$ cat src/rtl/dir_scheduler_if.sv
// -----------------------------------------------------------------------------
// dir_scheduler_if
// Bundles the game-control inputs and committed-heading outputs of the
// two-player direction scheduler.
//   i_p1_dir / i_p2_dir : key levels {UP,DOWN,LEFT,RIGHT}, one-hot or zero
//   i_tick              : one-cycle game-step pulse
//   i_start / i_pause   : one-cycle FSM control pulses
//   i_game_over         : one-cycle pulse, returns the scheduler to IDLE
//   o_p1_head/o_p2_head : committed one-hot headings
//   o_p1_turn/o_p2_turn : one-cycle pulse when a heading changes on a tick
//   o_state             : 00 IDLE, 01 RUN, 10 PAUSE
// master drives the inputs (game controller), slave is the scheduler.
// -----------------------------------------------------------------------------
interface dir_scheduler_if;
   logic [3:0] i_p1_dir;
   logic [3:0] i_p2_dir;
   logic       i_tick;
   logic       i_start;
   logic       i_pause;
   logic       i_game_over;
   logic [3:0] o_p1_head;
   logic [3:0] o_p2_head;
   logic       o_p1_turn;
   logic       o_p2_turn;
   logic [1:0] o_state;

   modport master (
      output i_p1_dir, i_p2_dir, i_tick, i_start, i_pause, i_game_over,
      input  o_p1_head, o_p2_head, o_p1_turn, o_p2_turn, o_state
   );

   modport slave (
      input  i_p1_dir, i_p2_dir, i_tick, i_start, i_pause, i_game_over,
      output o_p1_head, o_p2_head, o_p1_turn, o_p2_turn, o_state
   );
endinterface

$ cat src/rtl/dir_scheduler.sv
// -----------------------------------------------------------------------------
// dir_scheduler
// Two-player snake-style direction scheduler. Each player's key presses are
// filtered (edge-detected, one-hot only, no same/reverse of the last intended
// direction) and buffered in a small turn queue; each game tick in RUN commits
// the oldest queued turn to the player's heading.
// Ports:
//   i_clk   : clock, all state on rising edge
//   i_rst_n : synchronous active-low reset
//   bus     : dir_scheduler_if.slave (key levels, tick/start/pause/game_over
//             pulses in; headings, turn pulses and FSM state out)
// Parameters: P1_INIT / P2_INIT headings loaded in IDLE, QDEPTH queue entries
// per player (1..4).
// -----------------------------------------------------------------------------
module dir_scheduler #(
   parameter logic [3:0] P1_INIT = 4'b0001,
   parameter logic [3:0] P2_INIT = 4'b0010,
   parameter int         QDEPTH  = 2
) (
   input logic             i_clk,
   input logic             i_rst_n,
   dir_scheduler_if.slave  bus
);

   localparam int CW = $clog2(QDEPTH + 1);

   typedef enum logic [1:0] {
      S_IDLE  = 2'b00,
      S_RUN   = 2'b01,
      S_PAUSE = 2'b10
   } state_e;

   state_e        state_q, state_d;
   logic [3:0]    key_q  [2];
   logic [3:0]    key_d  [2];
   logic [3:0]    head_q [2];
   logic [3:0]    head_d [2];
   logic [3:0]    fifo_q [2][QDEPTH];
   logic [3:0]    fifo_d [2][QDEPTH];
   logic [CW-1:0] cnt_q  [2];
   logic [CW-1:0] cnt_d  [2];
   logic          turn_q [2];
   logic          turn_d [2];

   logic [3:0]    dir_in [2];
   logic [3:0]    init_h [2];
   logic          run_act;

   assign dir_in[0] = bus.i_p1_dir;
   assign dir_in[1] = bus.i_p2_dir;
   assign init_h[0] = P1_INIT;
   assign init_h[1] = P2_INIT;

   // Queue/tick activity only in RUN, and game_over overrides everything.
   assign run_act = (state_q == S_RUN) && !bus.i_game_over;

   function automatic logic is_onehot(input logic [3:0] d);
      return (d != 4'd0) && ((d & (d - 4'd1)) == 4'd0);
   endfunction

   // {UP,DOWN,LEFT,RIGHT} -> swap UP/DOWN and LEFT/RIGHT
   function automatic logic [3:0] reverse_dir(input logic [3:0] d);
      return {d[2], d[3], d[0], d[1]};
   endfunction

   always_comb begin
      state_d = state_q;
      if (bus.i_game_over) begin
         state_d = S_IDLE;
      end else begin
         case (state_q)
            S_IDLE:  if (bus.i_start) state_d = S_RUN;
            S_RUN:   if (bus.i_pause) state_d = S_PAUSE;
            S_PAUSE: if (bus.i_pause) state_d = S_RUN;
            default: state_d = S_IDLE;
         endcase
      end

      for (int p = 0; p < 2; p++) begin
         logic [3:0]    ref_dir;
         logic          press;
         logic          pop;
         logic          push;
         logic [CW-1:0] wr_idx;

         key_d[p]  = dir_in[p];
         head_d[p] = head_q[p];
         fifo_d[p] = fifo_q[p];
         cnt_d[p]  = cnt_q[p];
         turn_d[p] = 1'b0;

         // New turns are judged against the last intended direction, which is
         // the queue tail when anything is pending.
         ref_dir = head_q[p];
         for (int i = 0; i < QDEPTH; i++) begin
            if (CW'(i + 1) == cnt_q[p]) ref_dir = fifo_q[p][i];
         end

         // Held keys and releases produce no event; one-hot implies nonzero.
         press = is_onehot(dir_in[p]) && (dir_in[p] != key_q[p]);
         pop   = run_act && bus.i_tick && (cnt_q[p] != '0);
         // A same-cycle pop frees a slot, so a full queue still accepts.
         push  = run_act && press &&
                 (dir_in[p] != ref_dir) && (dir_in[p] != reverse_dir(ref_dir)) &&
                 ((cnt_q[p] != CW'(QDEPTH)) || pop);

         if (pop) begin
            head_d[p] = fifo_q[p][0];
            turn_d[p] = 1'b1;
            for (int i = 0; i < QDEPTH - 1; i++) begin
               fifo_d[p][i] = fifo_q[p][i + 1];
            end
         end

         wr_idx = cnt_q[p] - CW'(pop);
         if (push) begin
            for (int i = 0; i < QDEPTH; i++) begin
               if (CW'(i) == wr_idx) fifo_d[p][i] = dir_in[p];
            end
         end

         cnt_d[p] = cnt_q[p] + CW'(push) - CW'(pop);

         if (bus.i_game_over) begin
            head_d[p] = init_h[p];
            cnt_d[p]  = '0;
            turn_d[p] = 1'b0;
         end
      end
   end

   always_ff @(posedge i_clk) begin
      fifo_q <= fifo_d;
      if (!i_rst_n) begin
         state_q <= S_IDLE;
         for (int p = 0; p < 2; p++) begin
            key_q[p]  <= 4'd0;
            head_q[p] <= init_h[p];
            cnt_q[p]  <= '0;
            turn_q[p] <= 1'b0;
         end
      end else begin
         state_q <= state_d;
         for (int p = 0; p < 2; p++) begin
            key_q[p]  <= key_d[p];
            head_q[p] <= head_d[p];
            cnt_q[p]  <= cnt_d[p];
            turn_q[p] <= turn_d[p];
         end
      end
   end

   assign bus.o_p1_head = head_q[0];
   assign bus.o_p2_head = head_q[1];
   assign bus.o_p1_turn = turn_q[0];
   assign bus.o_p2_turn = turn_q[1];
   assign bus.o_state   = state_q;

endmodule

$ cat src/flat_wrapper.sv
// flat-port wrapper written by rule: the top's interface ports become plain ports
module dir_scheduler_flat 
#(
   parameter logic [3:0] P1_INIT = 4'b0001,
   parameter logic [3:0] P2_INIT = 4'b0010,
   parameter int         QDEPTH  = 2
)
  (i_clk, i_rst_n, bus_i_p1_dir, bus_i_p2_dir, bus_i_tick, bus_i_start, bus_i_pause, bus_i_game_over, bus_o_p1_head, bus_o_p2_head, bus_o_p1_turn, bus_o_p2_turn, bus_o_state);
  dir_scheduler_if bus_i ();
  input logic i_clk;
  input logic i_rst_n;
  input wire logic [$bits(bus_i.i_p1_dir)-1:0] bus_i_p1_dir;
  input wire logic [$bits(bus_i.i_p2_dir)-1:0] bus_i_p2_dir;
  input wire logic [$bits(bus_i.i_tick)-1:0] bus_i_tick;
  input wire logic [$bits(bus_i.i_start)-1:0] bus_i_start;
  input wire logic [$bits(bus_i.i_pause)-1:0] bus_i_pause;
  input wire logic [$bits(bus_i.i_game_over)-1:0] bus_i_game_over;
  output wire logic [$bits(bus_i.o_p1_head)-1:0] bus_o_p1_head;
  output wire logic [$bits(bus_i.o_p2_head)-1:0] bus_o_p2_head;
  output wire logic [$bits(bus_i.o_p1_turn)-1:0] bus_o_p1_turn;
  output wire logic [$bits(bus_i.o_p2_turn)-1:0] bus_o_p2_turn;
  output wire logic [$bits(bus_i.o_state)-1:0] bus_o_state;
  assign bus_i.i_p1_dir = bus_i_p1_dir;
  assign bus_i.i_p2_dir = bus_i_p2_dir;
  assign bus_i.i_tick = bus_i_tick;
  assign bus_i.i_start = bus_i_start;
  assign bus_i.i_pause = bus_i_pause;
  assign bus_i.i_game_over = bus_i_game_over;
  assign bus_o_p1_head = bus_i.o_p1_head;
  assign bus_o_p2_head = bus_i.o_p2_head;
  assign bus_o_p1_turn = bus_i.o_p1_turn;
  assign bus_o_p2_turn = bus_i.o_p2_turn;
  assign bus_o_state = bus_i.o_state;
  dir_scheduler #(.P1_INIT(P1_INIT), .P2_INIT(P2_INIT), .QDEPTH(QDEPTH)) u_core (.i_clk(i_clk), .i_rst_n(i_rst_n), .bus(bus_i));
endmodule
$ cat config.mk
export PLATFORM = sky130hd
export DESIGN_NAME = dir_scheduler_flat
export DESIGN_NICKNAME = d
export VERILOG_FILES = /design/src/rtl/dir_scheduler_if.sv /design/src/rtl/dir_scheduler.sv /design/src/flat_wrapper.sv
export SDC_FILE = /design/constraint.sdc
export NUM_CORES = 1
export LEC_CHECK = 0
export CORE_ASPECT_RATIO = 0.8
export CORE_MARGIN = 2
export CORE_UTILIZATION = 35
export CTS_CLUSTER_DIAMETER = 120
export CTS_CLUSTER_SIZE = 30
export DETAILED_ROUTE_END_ITERATION = 6
export PLACE_DENSITY = 0.55
export SLEW_MARGIN = 10
export SYNTH_ARGS = -nofsm -noshare
export SYNTH_HDL_FRONTEND = slang
export SYNTH_SLANG_ARGS = --single-unit
export TNS_END_PERCENT = 30
$ cat constraint.sdc
create_clock -name i_clk -period 2.8 [get_ports i_clk]
set_input_delay 0.56 -clock i_clk [delete_from_list [all_inputs] [get_ports i_clk]]
set_output_delay 0.56 -clock i_clk [all_outputs]
set_load 0.05 [all_outputs]
Word level (Yosys, flattened, before mapping)
Memory sizes are Yosys's and may differ from the RTL's.
Index checks and enable logic that the tools add are counted.
Cells by class
  add/subtract/negate cells: 8
  eq/ne operators: 19
  muxes and demuxes: 36
  bitwise logic cells: 11
  reductions and logical operators: 32
Operators by type and width (count)
  2-to-1 mux 4 bit: 18
  != test 4 bit: 6
  logical AND 1 bit: 16
  2-to-1 mux 8 bit: 2
  2-to-1 mux 2 bit: 7
  != test 2 bit (second input constant): 5
  bitwise AND 4 bit: 2
  == test 1 x 2 -> 1 bit (first input constant): 4
  zero test 4 bit: 2
  2-to-1 mux 1 bit: 8
  OR 1 bit: 8
  nonzero test 4 bit: 2
  subtractor 2 x 1 -> 2 bit: 4
  subtractor 4 x 1 -> 4 bit (second input constant): 2
  zero test 2 bit: 3
  case mux 2 bit (3 select lines): 1
  adder 2 x 1 -> 2 bit: 2
  == test 2 bit (first input constant): 2
  AND reduction 2 bit: 2
  nonzero test 2 bit: 2
  AND reduction 3 bit: 1
  == test 2 x 1 -> 1 bit (second input constant): 1
  == test 2 bit (second input constant): 1
  logical OR 1 bit: 2
  other kinds (3): 3
Storage, ports and cells
  register bits after elaboration: 18
  RAM bits: 22
  input bits: 14
  output and inout port bits: 12
  word-level logic and storage cells: 115
  memories: 4
Memories
  u_core.head_q: words 2, bits a word 4, read ports 2, clocked after Yosys merged registers in 0, wr ports 2, RTL line dir_scheduler.sv:36  | logic [3:0] head_q [2];
  u_core.key_q: words 2, bits a word 4, read ports 2, clocked after Yosys merged registers in 0, wr ports 2, RTL line dir_scheduler.sv:34  | logic [3:0] key_q [2];
  u_core.cnt_q: words 2, bits a word 2, read ports 2, clocked after Yosys merged registers in 0, wr ports 2, RTL line dir_scheduler.sv:40  | logic [CW-1:0] cnt_q [2];
  u_core.turn_q: words 2, bits a word 1, read ports 2, clocked after Yosys merged registers in 0, wr ports 2, RTL line dir_scheduler.sv:42  | logic turn_q [2];

Longest topological paths before layout
  depth in word-level cells: 13
  mapped depth: 9
  gate-level depth less buffers: 8

Worst setup path after synthesis
OpenSTA, ideal clock, no wires.
  path kind: reg-to-reg
  start: register u_core.state_q[0] (netlist: u_core.bus.o_state[0])
  end: register u_core.fifo_q[12] (netlist name)
  setup time: 0.123 ns
  arrival: 2.493 ns
  required time: 2.677 ns
  slack: 0.184 ns
  cell stages (with the launch flop): 10
  buffers on the path: 1
  period minus slack after synthesis: 2.616 ns
  cells stage by stage: dfxtp_1 or3b_4 nor2_2 o21a_1 buf_2 ha_1 xor2_1 inv_1 nand4_2 mux2_1
RTL lines
  from (decl): RTL line dir_scheduler.sv:33  | state_e state_q, state_d;
  from (signal assigned): RTL line dir_scheduler.sv:143  | state_q <= state_d;
  to (signal assigned): RTL line dir_scheduler.sv:133  | fifo_q <= fifo_d;
  to (decl): RTL line dir_scheduler.sv:38  | logic [3:0] fifo_q [2][QDEPTH];

Final worst setup path
  start: input port bus_i_game_over
  end: register u_core.fifo_q[0] (netlist name) (enable)
On the way
  word-level cells in the longest chain between the ends: 7
  elaborated cells on any way between the ends: 12
  classes of those cells: add/sub (1); eq/ne (1); reduce/logical (10)
RTL lines
  from (decl): RTL line flat_wrapper.sv:17  | input wire logic [$bits(bus_i.i_game_over)-1:0] bus_i_game_over;
  zero test 1 bit (*): RTL line dir_scheduler.sv:55  | assign run_act = (state_q == S_RUN) && !bus.i_game_over;
  logical AND 1 bit (*): RTL line dir_scheduler.sv:55
  logical AND 1 bit (on tied branches) (2 in series): RTL line dir_scheduler.sv:101, dir_scheduler.sv:103
  subtractor 2 x 1 -> 2 bit (tied with other cells): RTL line dir_scheduler.sv:115  | wr_idx = cnt_q[p] - CW'(pop);
  == test 1 x 2 -> 1 bit or logical AND 1 bit (tied branches): RTL line dir_scheduler.sv:118, dir_scheduler.sv:104
  AND reduction 2 bit (no source line) (*)
Every way passes the cells marked *; elsewhere a longest branch is shown, timed or not.
A chain may end at the register's enable or synchronous reset.

==> results.py <==
metrics = {
    "detailed_routing": {
        "drt_iter0_drc": 98,
        "wirelength_mm": 4.30,
        "num_vias": 1494,
        "ant_nets": 0,
        "wl_per_cell_microns": 13.8,
        "routed_via_density": 4.80,
        "firstDrtPassIters": 4,
        "route.detailed.drc": 0,
    },
    "worst_setup_path": {
        "critPathMaxFanout": 4,
        "crit_slowest_cell": "clkdlybuf4s50_1",
        "worst-setup-path-type": "in -> reg",
        "rrSetupSlack_ps": 510,
        "start_kind": "input port",
        "reg2reg_depth": 6,
        "crit_required_ps": 2790,
        "r2r_start": "u_core.cnt_q[0][3]$_SDFF_PP0_",
        "r2r_end": "u_core.fifo_q[0]$_DFFE_PP_",
        "cpPeakStageDelay_ps": 430,
        "path_cells": "clkdlybuf4s50_1 -> or3b_4 -> buf_4 -> a221oi_2 -> o2111ai_1 -> a41oi_2 -> and2_1 -> and3_1",
        "endpoint_kind": "flop",
        "cp.arrival_ps": 2550,
    },
    "power": {
        "switching_share": 0.236,
        "power_leakage_nw": 0.954,
        "ir_drop_v": 0.000231,
        "p_switching_w": 0.000278,
        "comb_power_share": 0.116,
        "clockPowerShare": 0.338,
        "p_int_w": 0.000904,
        "seqPwrFrac": 0.546,
        "power_density_nw_per_um2": 457,
    },
    "global_routing": {
        "grt_pass1_wl_mm": 7.04,
        "track_usage": 0.138,
        "grt_pass1_vias": 1371,
        "grt_overflow": 0,
        "antenna_found_initial": 0,
        "grt_max_degree": 12,
    },
    "sta": {
        "fin_hold_ws_ps": 505,
        "max_freq_mhz": 391,
        "slew_viol_final": 0,
        "tightest_slew_ps": 495,
        "finalSetupViolations": 0,
        "relSlewSlack": 0.669,
        "fin_crit_ps": 2560,
        "hold_viol_final": 0,
        "skew_ps": 8.68,
        "rsz0062_at_grt": "no",
        "min_period_over_period": 0.913,
    },
    "floorplan": {
        "io_pins": 26,
        "die_w_microns": 91.3,
        "die_h_microns": 73.9,
        "die-area_sq_um": 6740,
        "coreArea_sq_um": 5910,
        "fp-row-count": 25,
        "start_util": 0.361,
    },
    "status": {
        "status": "completed",
    },
    "cells_and_area": {
        "layout_commonest_cell": "dfxtp_1",
        "antenna_cells": 0,
        "final_core_util": 0.437,
        "syn_to_final_growth_pct": 21.2,
        "drive_above_1_share": 0.135,
        "fill_cells": 560,
        "nNetsFinal": 247,
        "design_area_sq_um": 2590,
        "final_cell_mix": "dfxtp_1, clkdlybuf4s50_1, xor2_1, nor2_1, and2_1",
    },
    "synth": {
        "yosys.cell_types.count": 32,
        "yosysSeqAreaShare": 0.413,
        "synth_top_area_share": 0.300,
        "synthCells": 201,
        "synth_area_leaders": "dfxtp_1, edfxtp_1, xor2_1",
        "syn-cell-area_sq_um": 2130,
        "yosys_register_bits": 40,
        "yosysWarnings": 0,
        "synth_area_per_cell_sq_um": 10.6,
        "syn_nets": 219,
        "yosysTopAreaCell": "dfxtp_1",
    },
    "run": {
        "cap_violations": 0,
    },
    "clocking": {
        "cts_tree": "built",
        "numCtsBuffers": 5,
        "hold_buffers": 0,
        "clkSlewWorstSetupHoldPaths_ps": 80,
        "clk_path_buf_depth": 2,
        "clock_sinks": 40,
        "clkLatencyLatePin_ps": 290,
        "ctsRootBufferMaster": "clkbuf_8",
        "htree_levels": 2,
        "post_cts_resized": 0,
        "post-cts-setup-buffers": 0,
    },
    "min_path": {
        "min-delay-start": "u_core.fifo_q[12]$_DFF_P_",
        "hold_path_class": "reg -> reg",
        "hold_path_depth": 2,
        "hold_end": "u_core.head_q[0][0]$_SDFFE_PP1P_",
    },
    "placement": {
        "port_buffers": 25,
        "place.gp.congestion": 0.833,
        "placed_area_sq_um": 2500,
        "post-dp-hpwl_mm": 3.15,
    },
}
## worst max-delay path: cells and delay by family
family	cells	cell delay, ps
simple gates	3	850
buf+inv	2	590
compound gates	3	550
## area by class of cell
| type | count | area, sq um | share of cell area |
|---|---|---|---|
| inverters | 7 | 26.3 | 0.0102 |
| well taps | 81 | 101 | 0.0392 |
| clock buffers | 8 | 90.1 | 0.0348 |
| multi-input cells | 139 | 1150 | 0.447 |
| flip-flops and latches | 40 | 881 | 0.341 |
| repair buffers | 36 | 333 | 0.129 |
## through the flow
stage               power, W  setup WS, ps  instances  setup TNS (ps)
floorplan           0.000749           184        201               0
global placement    0.000796         -73.5        303            -531
detailed placement  0.000798         -46.9        303            -397
CTS                  0.00120           243        311               0
global route         0.00125           113        311               0
finish               0.00118           244        311               0
## flip-flops by register name, indices dropped and copies added, names as in the netlist
register / flops
u_core.bus.o_state: 2
u_core.turn_q: 2
u_core.fifo_q: 16
u_core.head_q: 8
u_core.cnt_q: 4
u_core.key_q: 8
## cells in the mapped netlist
library cell   n
dfxtp_1       32
xor2_1        20
nor2_1        16
and2_1        14
mux2_1        12
or3b_1        12
xnor2_1       10
clkbuf_1       8
edfxtp_1       8
mux2i_1        8
inv_1          7
buf_2          4
ha_1           4
mux2_2         4
nand2_1        4
nand4_1        4
o211ai_1       4
o221ai_1       4
and3_1         3
buf_4          3
nand2b_1       3
a221oi_2       2
a41oi_2        2
nand4_2        2
o2111ai_1      2
o21a_1         2
xor2_2         2
a21oi_1        1
nor2_2         1
nor2b_1        1
o21ai_0        1
or3b_4         1
## logic make-up after synthesis
family | Yosys count | synth area share
flops | 40 | 0.413
fa+ha+maj | 4 | 0.0234
mux | 24 | 0.122
simple gates | 61 | 0.178
xor+xnor | 32 | 0.138
buf+inv | 22 | 0.0463
compound gates | 18 | 0.0797
## power by group through the flow
stage | registers (W) | clock network [W] | logic (W)
global route | 0.000652 | 0.000443 | 0.000152
finish | 0.000645 | 0.000399 | 0.000137
CTS | 0.000645 | 0.000415 | 0.000140
global placement | 0.000659 | 0 | 0.000138
detailed placement | 0.000659 | 0 | 0.000139
floorplan | 0.000656 | 0 | 0.0000928
## worst max-delay path by stage
stage | endpoint | cells past startpoint | startpoint
after global placement | u_core.fifo_q[10]$_DFFE_PP_ | 8 | bus_i_game_over
after floorplan | u_core.fifo_q[12]$_DFF_P_ | 9 | u_core.bus.o_state[0]$_SDFFE_PP0P_
after CTS | u_core.fifo_q[0]$_DFFE_PP_ | 8 | bus_i_game_over
after global routing | u_core.fifo_q[9]$_DFFE_PP_ | 8 | bus_i_game_over
final | u_core.fifo_q[0]$_DFFE_PP_ | 8 | bus_i_game_over
after detailed placement | u_core.fifo_q[1]$_DFFE_PP_ | 8 | bus_i_game_over
## metal layers
layer,track usage,vias to the layer above,wire (microns)
met4,0.0556,0,60
met3,0.0328,5,157
met1,0.203,714,2350
li1,-,747,-
met5,0,-,0
met2,0.192,28,1730
(Power assumes the default switching activity.)
